==> src/rtl/seg7_ctrl_pkg.sv <==
// Shared types and constants for the seven-segment page scheduler.
// Latency: n/a (declarations only).
// Backpressure: n/a.
package seg7_ctrl_pkg;

    localparam int NSRC   = 4;
    localparam int WORD_W = 32;
    localparam int NIB_W  = 4;
    localparam int NDIG   = 8;
    localparam int SEL_W  = 2;

    typedef enum logic [1:0] {
        SHOW = 2'd0,
        SEEK = 2'd1,
        LOAD = 2'd2
    } state_t;

    // Word of source `sel`, or all zeros when that source may not be shown.
    function automatic logic [WORD_W-1:0] pick_word(
        input logic [NSRC*WORD_W-1:0] data,
        input logic [NSRC-1:0]        valid,
        input logic [SEL_W-1:0]       sel
    );
        pick_word = valid[sel] ? data[sel*WORD_W +: WORD_W] : '0;
    endfunction

endpackage

==> src/rtl/seg7_debounce.sv <==
// Push-button conditioner: 2-flop synchronizer, scan-tick stability filter, rising-edge pulse.
// Latency: 2 clk of sync plus DEBOUNCE..DEBOUNCE+1 scan ticks from press to next_req.
// Backpressure: none; next_req is a fire-and-forget strobe.
module seg7_debounce #(
    parameter int DEBOUNCE = 8
) (
    input  logic clk,
    input  logic rst_n,
    input  logic btn,
    input  logic tick,
    output logic next_req
);

    localparam int CW = $clog2(DEBOUNCE + 1);

    logic          sync1;
    logic          sync2;
    logic          level;
    logic [CW-1:0] cnt;
    logic          differ;
    logic          accept;

    assign differ = (sync2 != level);
    assign accept = tick && differ && (cnt == CW'(DEBOUNCE - 1));
    // The pulse coincides with the tick that flips the level, so it can
    // collide with a dwell expiry on the same tick.
    assign next_req = accept && !level;

    // Bring the raw asynchronous button into the clk domain.
    always_ff @(posedge clk or negedge rst_n) begin
        if (!rst_n) begin
            sync1 <= 1'b0;
            sync2 <= 1'b0;
        end else begin
            sync1 <= btn;
            sync2 <= sync1;
        end
    end

    // Count consecutive ticks of a differing level; any agreement restarts the count.
    always_ff @(posedge clk or negedge rst_n) begin
        if (!rst_n) begin
            cnt <= '0;
        end else if (!differ) begin
            cnt <= '0;
        end else if (tick) begin
            cnt <= accept ? '0 : cnt + 1'b1;
        end
    end

    // Accepted level flips once the disagreement has lasted long enough.
    always_ff @(posedge clk or negedge rst_n) begin
        if (!rst_n) begin
            level <= 1'b0;
        end else if (accept) begin
            level <= ~level;
        end
    end

endmodule

==> src/rtl/seg7_page_sched.sv <==
// Picks one of four debug words as the display page and snapshots it into eight scanner nibbles.
// Latency: request to new page/nibbles is 3 clk (first candidate valid) up to 5 clk (third).
// Backpressure: none; requests arriving while a page change is in flight are dropped.
module seg7_page_sched
    import seg7_ctrl_pkg::*;
#(
    parameter int SCAN_DIV    = 50000,
    parameter int DWELL_TICKS = 2000,
    parameter int DEBOUNCE    = 8
) (
    input  logic         clk,
    input  logic         rst_n,
    input  logic [127:0] src_data,
    input  logic [3:0]   src_valid,
    input  logic         auto_en,
    input  logic         freeze,
    input  logic         btn_next,
    output logic         scan_tick,
    output logic [1:0]   page,
    output logic         page_valid,
    output logic         page_changed,
    output logic [3:0]   seg0,
    output logic [3:0]   seg1,
    output logic [3:0]   seg2,
    output logic [3:0]   seg3,
    output logic [3:0]   seg4,
    output logic [3:0]   seg5,
    output logic [3:0]   seg6,
    output logic [3:0]   seg7
);

    localparam int DIV_W = $clog2(SCAN_DIV);
    localparam int DW_W  = $clog2(DWELL_TICKS + 1);

    state_t            state;
    state_t            state_nxt;
    logic [DIV_W-1:0]  div_cnt;
    logic [DW_W-1:0]   dwell_cnt;
    logic              dwell_exp;
    logic              next_req;
    logic [SEL_W-1:0]  cand;
    logic [1:0]        probe;
    logic [WORD_W-1:0] snap;
    logic              in_show;
    logic              start_seek;
    logic              probe_fail;
    logic              load_en;

    seg7_debounce #(
        .DEBOUNCE (DEBOUNCE)
    ) u_debounce (
        .clk      (clk),
        .rst_n    (rst_n),
        .btn      (btn_next),
        .tick     (scan_tick),
        .next_req (next_req)
    );

    assign scan_tick = (div_cnt == DIV_W'(SCAN_DIV - 1));

    // Free-running prescaler that defines the scan-tick grid.
    always_ff @(posedge clk or negedge rst_n) begin
        if (!rst_n) begin
            div_cnt <= '0;
        end else begin
            div_cnt <= scan_tick ? '0 : div_cnt + 1'b1;
        end
    end

    assign dwell_exp = in_show && auto_en && scan_tick
                    && (dwell_cnt == DW_W'(DWELL_TICKS - 1));

    // Dwell only accumulates while a page is on show in auto mode; leaving
    // SHOW (advance or failed search) restarts it from zero.
    always_ff @(posedge clk or negedge rst_n) begin
        if (!rst_n) begin
            dwell_cnt <= '0;
        end else if (!auto_en || !in_show || dwell_exp) begin
            dwell_cnt <= '0;
        end else if (scan_tick) begin
            dwell_cnt <= dwell_cnt + 1'b1;
        end
    end

    // FSM state register.
    always_ff @(posedge clk or negedge rst_n) begin
        if (!rst_n) begin
            state <= SHOW;
        end else begin
            state <= state_nxt;
        end
    end

    // FSM next state: at most three candidates are probed after the current page.
    always_comb begin
        state_nxt = state;
        case (state)
            SHOW: if (next_req || dwell_exp) state_nxt = SEEK;
            SEEK: begin
                if (src_valid[cand])     state_nxt = LOAD;
                else if (probe == 2'd2)  state_nxt = SHOW;
            end
            LOAD:    state_nxt = SHOW;
            default: state_nxt = SHOW;
        endcase
    end

    // FSM outputs: strobes steering the candidate, page and snapshot registers.
    always_comb begin
        in_show    = (state == SHOW);
        start_seek = (state == SHOW) && (next_req || dwell_exp);
        probe_fail = (state == SEEK) && !src_valid[cand];
        load_en    = (state == LOAD);
    end

    // Candidate walk; cand never wraps back to the current page within three probes.
    always_ff @(posedge clk or negedge rst_n) begin
        if (!rst_n) begin
            cand  <= '0;
            probe <= '0;
        end else if (start_seek) begin
            cand  <= page + 2'd1;
            probe <= '0;
        end else if (probe_fail) begin
            cand  <= cand + 2'd1;
            probe <= probe + 2'd1;
        end
    end

    // Current page, its change strobe and its registered validity.
    always_ff @(posedge clk or negedge rst_n) begin
        if (!rst_n) begin
            page         <= '0;
            page_changed <= 1'b0;
            page_valid   <= 1'b0;
        end else begin
            if (load_en) page <= cand;
            page_changed <= load_en;
            page_valid   <= src_valid[page];
        end
    end

    // Snapshot: immediate on a page load, otherwise refreshed per scan tick; freeze holds it.
    always_ff @(posedge clk or negedge rst_n) begin
        if (!rst_n) begin
            snap <= '0;
        end else if (!freeze) begin
            if (load_en) begin
                snap <= pick_word(src_data, src_valid, cand);
            end else if (in_show && scan_tick) begin
                snap <= pick_word(src_data, src_valid, page);
            end
        end
    end

    assign seg0 = snap[31:28];
    assign seg1 = snap[27:24];
    assign seg2 = snap[23:20];
    assign seg3 = snap[19:16];
    assign seg4 = snap[15:12];
    assign seg5 = snap[11:8];
    assign seg6 = snap[7:4];
    assign seg7 = snap[3:0];

endmodule

==> config.mk <==
export PLATFORM = sky130hd
export DESIGN_NAME = seg7_page_sched
export DESIGN_NICKNAME = d
export VERILOG_FILES = /design/src/rtl/seg7_ctrl_pkg.sv /design/src/rtl/seg7_debounce.sv /design/src/rtl/seg7_page_sched.sv
export SDC_FILE = /design/constraint.sdc
export NUM_CORES = 1
export LEC_CHECK = 0
export CORE_MARGIN = 10
export CORE_UTILIZATION = 45
export DETAILED_ROUTE_END_ITERATION = 16
export PLACE_DENSITY_LB_ADDON = 0.1
export SLEW_MARGIN = 40
export SYNTH_ARGS = -nofsm -noshare
export SYNTH_HDL_FRONTEND = slang
export SYNTH_HIERARCHICAL = 1
export SYNTH_SLANG_ARGS = --single-unit
==> constraint.sdc <==
create_clock -name clk -period 3.02 [get_ports clk]
set_input_delay 0.604 -clock clk [delete_from_list [all_inputs] [get_ports clk]]
set_output_delay 0.604 -clock clk [all_outputs]
set_load 0.1 [all_outputs]
# Yosys cells after proc, flatten, opt, wreduce, memory -nomap -nowiden
# Cells that the tools add are included.
# word_totals
reg_bits	76
inputBits	137
out_inout_bits	37
wordCells	79
# classes
add_sub_neg	6
magnitude_cmp	2
eq_ne	10
shift	2
muxes	22
bitwise_logic	2
reduce_logical	22
# ops
op	count
128-bit by 8-bit variable part select with 32-bit output	2
32-bit 2-to-1 mux	4
11-bit 2-to-1 mux	2
16-bit by 1-bit adder with 16-bit output, second input constant	1
16-bit equality test, second input constant	1
16-bit 2-to-1 mux	1
2-bit 2-to-1 mux	7
4-bit 2-to-1 mux	3
11-bit by 1-bit adder with 11-bit output, second input constant	1
11-bit equality test, second input constant	1
1-bit logical AND	9
2-bit by 1-bit adder with 2-bit output, second input constant	3
2-bit by 3-bit < comparator with 1-bit output, second input constant	2
2-bit nonzero test	3
4-bit by 1-bit adder with 4-bit output, second input constant	1
1-bit binary-select mux with 2-bit select	2
2-bit equality test, second input constant	2
4-bit by 3-bit equality test with 1-bit output, second input constant	1
1-bit zero test	4
2-bit one-hot mux with 2 select lines	1
2-bit AND reduction	2
1-bit logical OR	3
3-bit inequality test, second input constant	1
2-bit by 1-bit equality test with 1-bit output, second input constant	1
6 further kinds	8

# Logic depth before layout (Yosys ltp)
# Gate-level depths: netlist of run 1.
# depth
ltp_word	7
depth_mapped	8
ltp_nobuf	8

# Cells and area by module
# Netlist of run 1, hierarchy kept.
# by_module_without_submodules
module	n_inst	cells_per_inst	area_per_inst_um2	seq_area_each_um2
seg7_page_sched	1	384	4944.7	1726.7
seg7_debounce	1	25	305.3	175.2

# Worst setup path after synthesis of run 1
# Ideal clock, no wire load.
# synth_timing
path_kind	reg2reg
startpoint	reg div_cnt[7]
endpoint	reg snap[10]
setup_time_ns	0.126
arrival_ns	3.156
t_required_ns	2.894
path_slack_ns	-0.262
path_stages_with_launch	6
n_path_buf	1
synth_period_minus_slack_ns	3.282
cell_sequence	dfrtp_1 > or4b_4 > nor4_4 > o21ai_1 > clkbuf_1 > mux2_2
# synth_between
elab_chain_cells	4
# synth_rtl
item	line_no	source
start, declared	seg7_page_sched.sv:37	logic [DIV_W-1:0] div_cnt;
start signal, assigned	seg7_page_sched.sv:66	div_cnt <= scan_tick ? '0 : div_cnt + 1'b1;
16-bit equality test	seg7_page_sched.sv:59	assign scan_tick = (div_cnt == DIV_W'(SCAN_DIV - 1));
net scan_tick	seg7_page_sched.sv:18	output logic scan_tick,
1-bit logical AND	seg7_page_sched.sv:150	end else if (in_show && scan_tick) begin
2-bit nonzero test (no line)	-	
2-bit AND reduction (no line)	-	
end signal, assigned	seg7_page_sched.sv:149	snap <= pick_word(src_data, src_valid, cand);
end signal, assigned	seg7_page_sched.sv:151	snap <= pick_word(src_data, src_valid, page);
end, declared	seg7_page_sched.sv:43	logic [WORD_W-1:0] snap;
# The timed path passes the listed nets, and every way through them passes these cells.
# A chain may end at the register's enable or synchronous reset.

# Worst setup path in the final report of run 1
# layout_timing
startpoint	reg div_cnt[0]
endpoint	out scan_tick
# layout_between
elab_chain_cells	1
# layout_rtl
item	line_no
16-bit equality test	seg7_page_sched.sv:59
end, declared	seg7_page_sched.sv:18
# Every way passes these cells.

==> results of run 1 <==
==> flip-flops by register name, indices dropped and copies added (netlist names) <==
register and cells:
u_debounce/level 1, div_cnt 16, state 2, cand 2
u_debounce/sync2 1, page_valid 1, probe 2, page 2
u_debounce/sync1 1, page_changed 1, snap 32, dwell_cnt 11
u_debounce/cnt 4
==> through the flow <==
stage	setup TNS, ns	setup WS [ns]
after floorplan	-6.17	-0.191
after global placement	0	0.378
after detailed placement	0	0.344
after CTS	0	0.402
after global routing	0	0.338
final	0	0.415
==> area by class of cell <==
cell class | count | area [um2] | area share, %
tap | 143 | 179 | 2.40
sequential | 76 | 1900 | 25.5
clock buffer | 12 | 267 | 3.57
timing repair buffer | 190 | 1790 | 24.0
inverter | 8 | 30.0 | 0.403
antenna | 2 | 5.00 | 0.0671
clock inverter | 4 | 70.1 | 0.940
multi-input combinational | 294 | 3210 | 43.1
==> worst reg2reg max path, stage by stage, from the launching register on <==
cell,delay [ns]
dfrtp_1,0.40
or4b_4,0.58
or4_1,0.72
o31ai_2,0.43
mux2i_1,0.22
==> layer usage <==
| layer | wire (um) | part of all wire, % |
|---|---|---|
| met1 | 5950 | 38 |
| met2 | 8110 | 52 |
| met3 | 1220 | 7.8 |
| met4 | 326 | 2.1 |
| met5 | 0 | 0 |
==> report_power, final <==
group | internal [mW] | leakage, nW | switching, mW | total, mW
Combinational | 0.542 | 1.91 | 0.528 | 1.07
Clock | 0.788 | 0.169 | 0.414 | 1.20
Sequential | 1.06 | 1.02 | 0.0224 | 1.08
==> final timing paths <==
| path | start | endpoint | slack, ns |
|---|---|---|---|
| setup / recovery | div_cnt[0]$_DFF_PN0_ | scan_tick | 0.42 |
| hold / removal | rst_n | u_debounce/cnt[1]$_DFFE_PN0P_ | 0.27 |
| setup reg to reg | div_cnt[11]$_DFF_PN0_ | cand[1]$_DFFE_PN0P_ | 0.59 |
| hold reg to reg | u_debounce/sync1$_DFF_PN0_ | u_debounce/sync2$_DFF_PN0_ | 0.35 |
| max in group asynchronous | rst_n | snap[9]$_DFFE_PN0P_ | 2.05 |
| min in group clk | u_debounce/sync1$_DFF_PN0_ | u_debounce/sync2$_DFF_PN0_ | 0.35 |
==> layout by cell type (no fill, tap or decap), types with 4 or more instances in the layout <==
cell type / instances
clkdlybuf4s50_1: 135
dfrtp_1: 74
mux4_2: 66
buf_4: 53
mux2_2: 33
a22o_1: 32
nand2_1: 20
nor2_1: 18
a21oi_1: 12
nand4_1: 11
xnor2_1: 11
nand3_1: 10
clkbuf_16: 9
inv_1: 8
o21ai_0: 8
xor2_1: 6
nand3b_1: 5
nor4_1: 4
or3_1: 4
or4_1: 4
and2_1: 4
ha_1: 4
==> kinds of logic (layout without fill, tap and decap cells) <==
group	Yosys count	after routing	share of synthesized area, %
other	0	2	0
buffers and inverters	39	214	2.88
xor gates and xnor gates	17	17	2.84
adders and majority gates	4	4	0.953
DFF	76	76	36.2
muxes	103	103	36.2
and+or+nand+nor	103	103	11.5
AOI/OAI and AO/OA	67	67	9.46
==> qor.yml, run 1 <==
drt:
  via_per_inst: 5.90
  drtAntennaViolNets: 0
  drt-total-wl_mm: 15.6
  routedWlPerCell_um: 21.4
  dr.pass1.iters: 4
  drtIter0Drc: 245
  drc_errors: 0
  vias: 4302
clock_network:
  cts_tree: "built"
  numCtsBuffers: 9
  cts_resized: 0
  clock-root-buffer: "clkbuf_16"
  htreeDepth: 3
  post_cts_buffers: 0
  cts.sink_count: 76
  cts_buffer_depth: 2
  cts_hold_buf: 0
  clock_latency_ns: 0.33
  clk_pin_slew_ns: 0.06
logic_synthesis:
  synth_warnings: 6
  synthesis.nets: 550
  netlist_instances: 409
  synth_edf_count: 0
  synth_area_per_cell_um2: 12.8
  synth_seq_area_share_pct: 36.2
  yosys.cell_types.count: 49
  synth_common_cells: "dfrtp_1, mux4_2, mux2_2"
  synth_most_common_cell: "dfrtp_1"
  ys.flop_type: "dfrtp_1"
  synth_area_leaders: "dfrtp_1, mux4_2, mux2_2, a22o_1, xnor2_1"
  ys_seq_elements: 76
  synthArstFlopShare_pct: 100
  yosysTopAreaCell: "dfrtp_1"
  synth_top_area_share_pct: 36.2
  netlist_area_um2: 5250
power:
  power_density_nw_per_um2: 449
  power.leakage_nw: 3.10
  peakVddDrop_mv: 0.438
  finalPower_mw: 3.35
global_routing:
  grt_max_degree: 43
  global_route.usage.met3_pct: 6.82
  gr-total-overflow: 0
  grt_use_met2_pct: 32.1
  grt_pass1_wl_mm: 24.2
  grt_pass1_vias: 4651
  busiest_layer: "met2"
  grt_use_met1_pct: 20.6
  antenna_found_initial: 2
  grt_usage_pct: 18.7
run:
  cap_violations: 0
worst_setup_path:
  worst-path-max-fanout: 9
  critical_path_class: "reg2out"
  path_cells: "ha_1, nand3_2, nor4_4, buf_4, buf_12"
  reg2regPathDepth: 4
  slowest_stage: "nor4_4"
  crit_path_max_incr_delay_ns: 0.41
  crit_family: "simple AND/OR/NAND/NOR gates"
  worstSetupStartpointType: "register"
  critPathCaptureType: "output port"
  required_ns: 2.42
  crit_cells: 5
  cp.buffers_inverters: 2
  arrival_ns: 2.00
placed_design:
  dp_cells: 711
  place.gp.congestion: 0.851
  dpl_cell_area_um2: 7120
  port_buffers: 173
  hpwl_mm: 12.2
sta:
  hold_violations: 0
  setup_violations: 0
  rsz0062_at_grt: "false"
  tightest_slew_ns: 0.577
  max_freq_mhz: 384
  period_minus_slack_ns: 2.60
  drv_slew: 0
  fin_worst_skew_ns: 0.00568
  slew-limit-headroom_pct: 61.6
  finalCritPeriodShare_pct: 86.2
  whs_ns: 0.270
floorplan:
  die_y_um: 128
  initial_core_util_pct: 46.0
  row_count: 39
  core_um2: 11400
  pin_count: 174
  die_w_um: 128
  die_area_um2: 16400
run_status:
  status: "finished, final reports clean"
worst_hold_path:
  hp-class: "in2async"
final_layout:
  finalNonFillerCells: 729
  final_util_pct: 65.3
  num-nets-final: 720
  drive_gt1_share_pct: 31.2
  syn_to_final_growth_pct: 42.0
  filler_cell_count: 888
  design_area_um2: 7460
No activity file was read; power rests on OpenSTA's default activity.
==> inputs of run 2 (changes only) <==
--- a/config.mk
+++ b/config.mk
@@ -8,6 +8,7 @@
 export CORE_MARGIN = 10
 export CORE_UTILIZATION = 45
 export DETAILED_ROUTE_END_ITERATION = 16
+export DONT_BUFFER_PORTS = 1
 export PLACE_DENSITY_LB_ADDON = 0.1
 export SLEW_MARGIN = 40
 export SYNTH_ARGS = -nofsm -noshare
==> run 2 against run 1 <==
Final cell count shrank 24%. Via count shrank 17%. Fmax down 6.6%. Power shrank 14%. Flip-flop and latch count stayed put. Sequential power rose by 19%. Critical endpoint unchanged. Largest power group is now registers. Register-to-register slack worse by 0.06 ns. Clock-buffer cell count is 2 higher. Sequential share of layout area up 8.0 points. Critical path type unchanged.
==> qor.yml, run 2 (same netlist as run 1, synthesis figures left out) <==
power:
  switching_share_pct: 30.5
  seqPwrFrac_pct: 44.4
  power.leakage_nw: 2.29
  power_density_nw_per_um2: 497
  p_switching_mw: 0.880
  p_clk_share_pct: 34.3
  finalPower_mw: 2.89
  peakVddDrop_mv: 0.302
  p_int_mw: 2.01
  pwr-share-comb_pct: 21.3
placed_design:
  dp_cells: 537
  hpwl_mm: 10.8
  dpl_cell_area_um2: 5510
  post-place-ws_ns: 0.532
  place.gp.congestion: 0.804
  port_buffers: 0
sta:
  finalWorstSetupSlack_ns: 0.231
  rsz0062_at_grt: "false"
  fin_worst_skew_ns: 0.00505
  drv_slew: 0
  period_minus_slack_ns: 2.79
  setup_violations: 0
  finalCritPeriodShare_pct: 92.4
  max_freq_mhz: 358
  hold_violations: 0
  tightest_slew_ns: 0.877
  slew-limit-headroom_pct: 41.6
final_layout:
  largest-register: "snap"
  final_common_cell: "mux4_2"
  num-nets-final: 547
  largest_register_ffs: 32
  final_cell_mix: "mux4_2, dfrtp_1, dfrtp_2, mux2_2, a22o_1"
  design_area_um2: 5810
  largest_registers: "snap: 32 flops, div_cnt: 16 flops, dwell_cnt: 11 flops"
  drive_gt1_share_pct: 42.3
  n_antenna_cell: 0
  syn_to_final_growth_pct: 10.7
  finalNonFillerCells: 554
worst_setup_path:
  cp-endpoint: "scan_tick"
  reg2regPathDepth: 7
  r2r_slack_ns: 0.53
  critPathCaptureType: "output port"
  regToRegStartpoint: "div_cnt[0]$_DFF_PN0_"
  r2r-end: "snap[7]$_DFFE_PN0P_"
  cp-startpoint: "div_cnt[0]$_DFF_PN0_"
  worst-path-max-fanout: 9
  arrival_ns: 2.19
  required_ns: 2.42
  worstSetupStartpointType: "register"
  critical_path_class: "reg2out"
global_routing:
  grt_usage_pct: 17.4
  grt_pass1_wl_mm: 22.4
  gr-total-overflow: 0
  antenna_found_initial: 0
  busiest_layer: "met2"
  grt_max_degree: 77
  grt_use_met2_pct: 28.6
  global_route.usage.met3_pct: 9.18
  grt_use_met1_pct: 18.6
  grt_pass1_vias: 3950
drt:
  routedWlPerCell_um: 25.5
  drc_errors: 0
  via_per_inst: 6.48
  drt-total-wl_mm: 14.1
  dr.pass1.iters: 4
  drtIter0Drc: 205
  drtAntennaViolNets: 0
  vias: 3592
floorplan:
  core_um2: 11400
  pin_count: 174
  die_area_um2: 16400
  die_w_um: 128
  initial_core_util_pct: 46.0
  row_count: 39
  die_y_um: 128
clock_network:
  numCtsBuffers: 9
  clock_latency_ns: 0.33
  clock-root-buffer: "clkbuf_16"
  clk_pin_slew_ns: 0.06
  htreeDepth: 3
  cts.sink_count: 76
  cts_hold_buf: 1
  post_cts_buffers: 0
  cts_buffer_depth: 2
  cts_resized: 0
  cts_tree: "built"
worst_hold_path:
  hp-class: "in2async"
run:
  cap_violations: 0
run_status:
  status: "finished, final reports clean"
run 2: worst min path at each step:
| stage | end | depth (start not counted) |
|---|---|---|
| floorplan | cand[0]$_DFFE_PN0P_ | 0 |
| global placement | u_debounce/cnt[0]$_DFFE_PN0P_ | 0 |
| detailed placement | u_debounce/cnt[1]$_DFFE_PN0P_ | 0 |
| CTS | div_cnt[12]$_DFF_PN0_ | 1 |
| global route | div_cnt[8]$_DFF_PN0_ | 1 |
| finish | div_cnt[8]$_DFF_PN0_ | 1 |
run 2: critical path, stage by stage, from the launching register on:
cell and delay [ns]:
dfrtp_1 0.39, ha_1 0.25, nand3_2 0.24, nor4_4 0.56, buf_4 0.25, buf_16 0.17
run 2: power by group through the flow:
stage	clock network [mW]	logic (mW)	registers, mW
finish	0.992	0.615	1.28
global route	1.06	0.673	1.29
CTS	1.02	0.627	1.29
detailed placement	0	0.602	1.30
global placement	0	0.597	1.30
floorplan	0	0.505	1.30
run 2: stage by stage:
stage	util, %	hold slack [ns]	setup TNS, ns
final	50.9	0.161	0
after global routing	50.9	0.179	0
after CTS	50.9	0.180	0
after detailed placement	48.3	0.314	0
after global placement	47.9	0.313	0
after floorplan	-	0.308	-6.17
run 2: per-layer routing:
| layer | vias to the layer above | routed length (um) | part of all wire, % |
|---|---|---|---|
| li1 | 1630 | - | - |
| met1 | 1810 | 4820 | 34 |
| met2 | 133 | 7270 | 51 |
| met3 | 19 | 1740 | 12 |
| met4 | 0 | 294 | 2.1 |
| met5 | - | 0 | 0 |
run 2: cell type report:
type	count	area [um2]
flip-flops and latches	76	1950
well taps	143	179
clock inverters	2	10.0
repair buffers	17	168
multi-input cells	294	3210
clock buffers	14	264
fillers	1033	5610
inverters	8	30.0
==> inputs of run 3 (changes only) <==
--- a/config.mk
+++ b/config.mk
@@ -5,8 +5,11 @@
 export SDC_FILE = /design/constraint.sdc
 export NUM_CORES = 1
 export LEC_CHECK = 0
+export ABC_CLOCK_PERIOD_IN_PS = 3020
+export CELL_PAD_IN_SITES_DETAIL_PLACEMENT = 1
+export CELL_PAD_IN_SITES_GLOBAL_PLACEMENT = 2
 export CORE_MARGIN = 10
-export CORE_UTILIZATION = 45
+export CORE_UTILIZATION = 41
 export DETAILED_ROUTE_END_ITERATION = 16
 export DONT_BUFFER_PORTS = 1
 export PLACE_DENSITY_LB_ADDON = 0.1
==> run 3 against run 2 <==
Combinational power is 1% higher. Clock-buffer cell count is 2 higher. Global-route usage is 0.71 points lower. Sequential power about the same. Clock power shrank 4.8%. Register-to-register slack worse by 0.03 ns. Critical path type unchanged. Highest routed layer unchanged.
==> qor.yml, run 3 (same netlist as run 1, synthesis figures left out) <==
drt:
  drc_errors: 0
  routedWlPerCell_um: 25.5
  dr.pass1.iters: 4
  vias: 3631
  drt-total-wl_mm: 14.8
  drtIter0Drc: 206
  via_per_inst: 6.26
  drtAntennaViolNets: 0
final_layout:
  num-nets-final: 544
  syn_to_final_growth_pct: 10.9
  filler_cell_count: 1274
  n_antenna_cell: 0
  largest_registers: "snap: 32 flops, div_cnt: 16 flops, dwell_cnt: 11 flops"
  largest-register: "snap"
  final_common_cell: "mux4_2"
  drive_gt1_share_pct: 41.2
  final_util_pct: 46.3
  final_cell_mix: "mux4_2, dfrtp_1, dfrtp_2, mux2_2, a22o_1"
  largest_register_ffs: 32
  design_area_um2: 5820
floorplan:
  pin_count: 174
  core_um2: 12600
  row_count: 41
  initial_core_util_pct: 41.8
  die_area_um2: 17700
  die_y_um: 133
  die_w_um: 133
power:
  finalPower_mw: 2.85
  power_density_nw_per_um2: 490
  power.leakage_nw: 2.27
  peakVddDrop_mv: 0.253
worst_setup_path:
  slowest_stage: "nor4_4"
  crit_path_max_incr_delay_ns: 0.58
  critPathCaptureType: "output port"
  critical_path_class: "reg2out"
  arrival_ns: 2.25
  path_cells: "ha_1, nand3_2, nor4_4, buf_4, buf_16"
  worst-path-max-fanout: 9
  worstSetupStartpointType: "register"
  required_ns: 2.42
sta:
  setup_violations: 0
  rsz0062_at_grt: "false"
  fin_worst_skew_ns: 0.00530
  max_freq_mhz: 351
  hold_violations: 0
  period_minus_slack_ns: 2.85
  drv_slew: 0
  slew-limit-headroom_pct: 40.4
  timing.setup.tns_ns: 0
  finalCritPeriodShare_pct: 94.4
  tightest_slew_ns: 0.894
placed_design:
  dpl_cell_area_um2: 5540
  place.gp.congestion: 0.734
  hpwl_mm: 11.3
  port_buffers: 0
global_routing:
  grt_pass1_wl_mm: 23.2
  antenna_found_initial: 0
  grt_pass1_vias: 4107
  grt_max_degree: 77
  grt_usage_pct: 16.7
  gr-total-overflow: 0
run:
  cap_violations: 0
clock_network:
  clock-root-buffer: "clkbuf_16"
  cts.sink_count: 76
  numCtsBuffers: 9
  post_cts_buffers: 0
  htreeDepth: 3
  clock_latency_ns: 0.33
  cts_resized: 0
  cts_tree: "built"
  cts_hold_buf: 1
  clk_pin_slew_ns: 0.06
  cts_buffer_depth: 2
run_status:
  status: "finished, final reports clean"
worst_hold_path:
  hp-class: "in2async"
## run 3: changes by cell type in the layout (fill, tap and decap cells not counted), sizes merged
cell and change:
clkbuf +2, buf -3, clkinv -2
## run 3: metal layers
layer	vias to the layer above	wire [um]	global-route usage [%]
met5	-	0	0
met4	0	242	5.62
met3	14	1770	8.27
met2	129	7380	27.4
met1	1863	5390	18.4
li1	1625	-	-
## run 3: area by class of cell
type / count / area (um2) / share of cell area [%]
Timing Repair Buffer: 14 / 158 / 2.71
Multi-Input combinational cell: 294 / 3220 / 55.3
Sequential cell: 76 / 1950 / 33.5
Tap cell: 172 / 215 / 3.70
Inverter: 8 / 30.0 / 0.516
Clock buffer: 16 / 251 / 4.32
## run 3: report_power, final
part / internal, mW / total [mW] / switching (mW) / leakage, nW
logic: 0.354 / 0.624 / 0.270 / 1.18
clock network: 0.559 / 0.944 / 0.385 / 0.119
registers: 1.06 / 1.28 / 0.226 / 0.970
## run 3: final timing paths
kind | endpoint | slack [ns] | from | cells past startpoint
max | scan_tick | 0.17 | div_cnt[0]$_DFF_PN0_ | 5
min | u_debounce/cnt[2]$_DFFE_PN0P_ | 0.15 | rst_n | 1
max reg2reg | snap[7]$_DFFE_PN0P_ | 0.50 | div_cnt[0]$_DFF_PN0_ | 7
min reg2reg | u_debounce/sync2$_DFF_PN0_ | 0.35 | u_debounce/sync1$_DFF_PN0_ | 0
max in group asynchronous | page[0]$_DFFE_PN0P_ | 2.51 | rst_n | 1
min in group clk | u_debounce/sync1$_DFF_PN0_ | 0.30 | btn_next | 0
## run 3: through the flow
step,cells,hold slack [ns],setup slack (ns)
floorplan,409,0.308,-0.191
global placement,563,0.312,0.535
detailed placement,563,0.312,0.487
CTS,580,0.183,0.146
global route,580,0.183,0.00997
finish,580,0.150,0.170
## run 3: critical path, delay by kind of cell (launching register included)
family        cells  cell delay, ns
fa+ha+maj         1            0.24
buf+inv           2            0.46
flops             1            0.39
simple gates      2            0.83
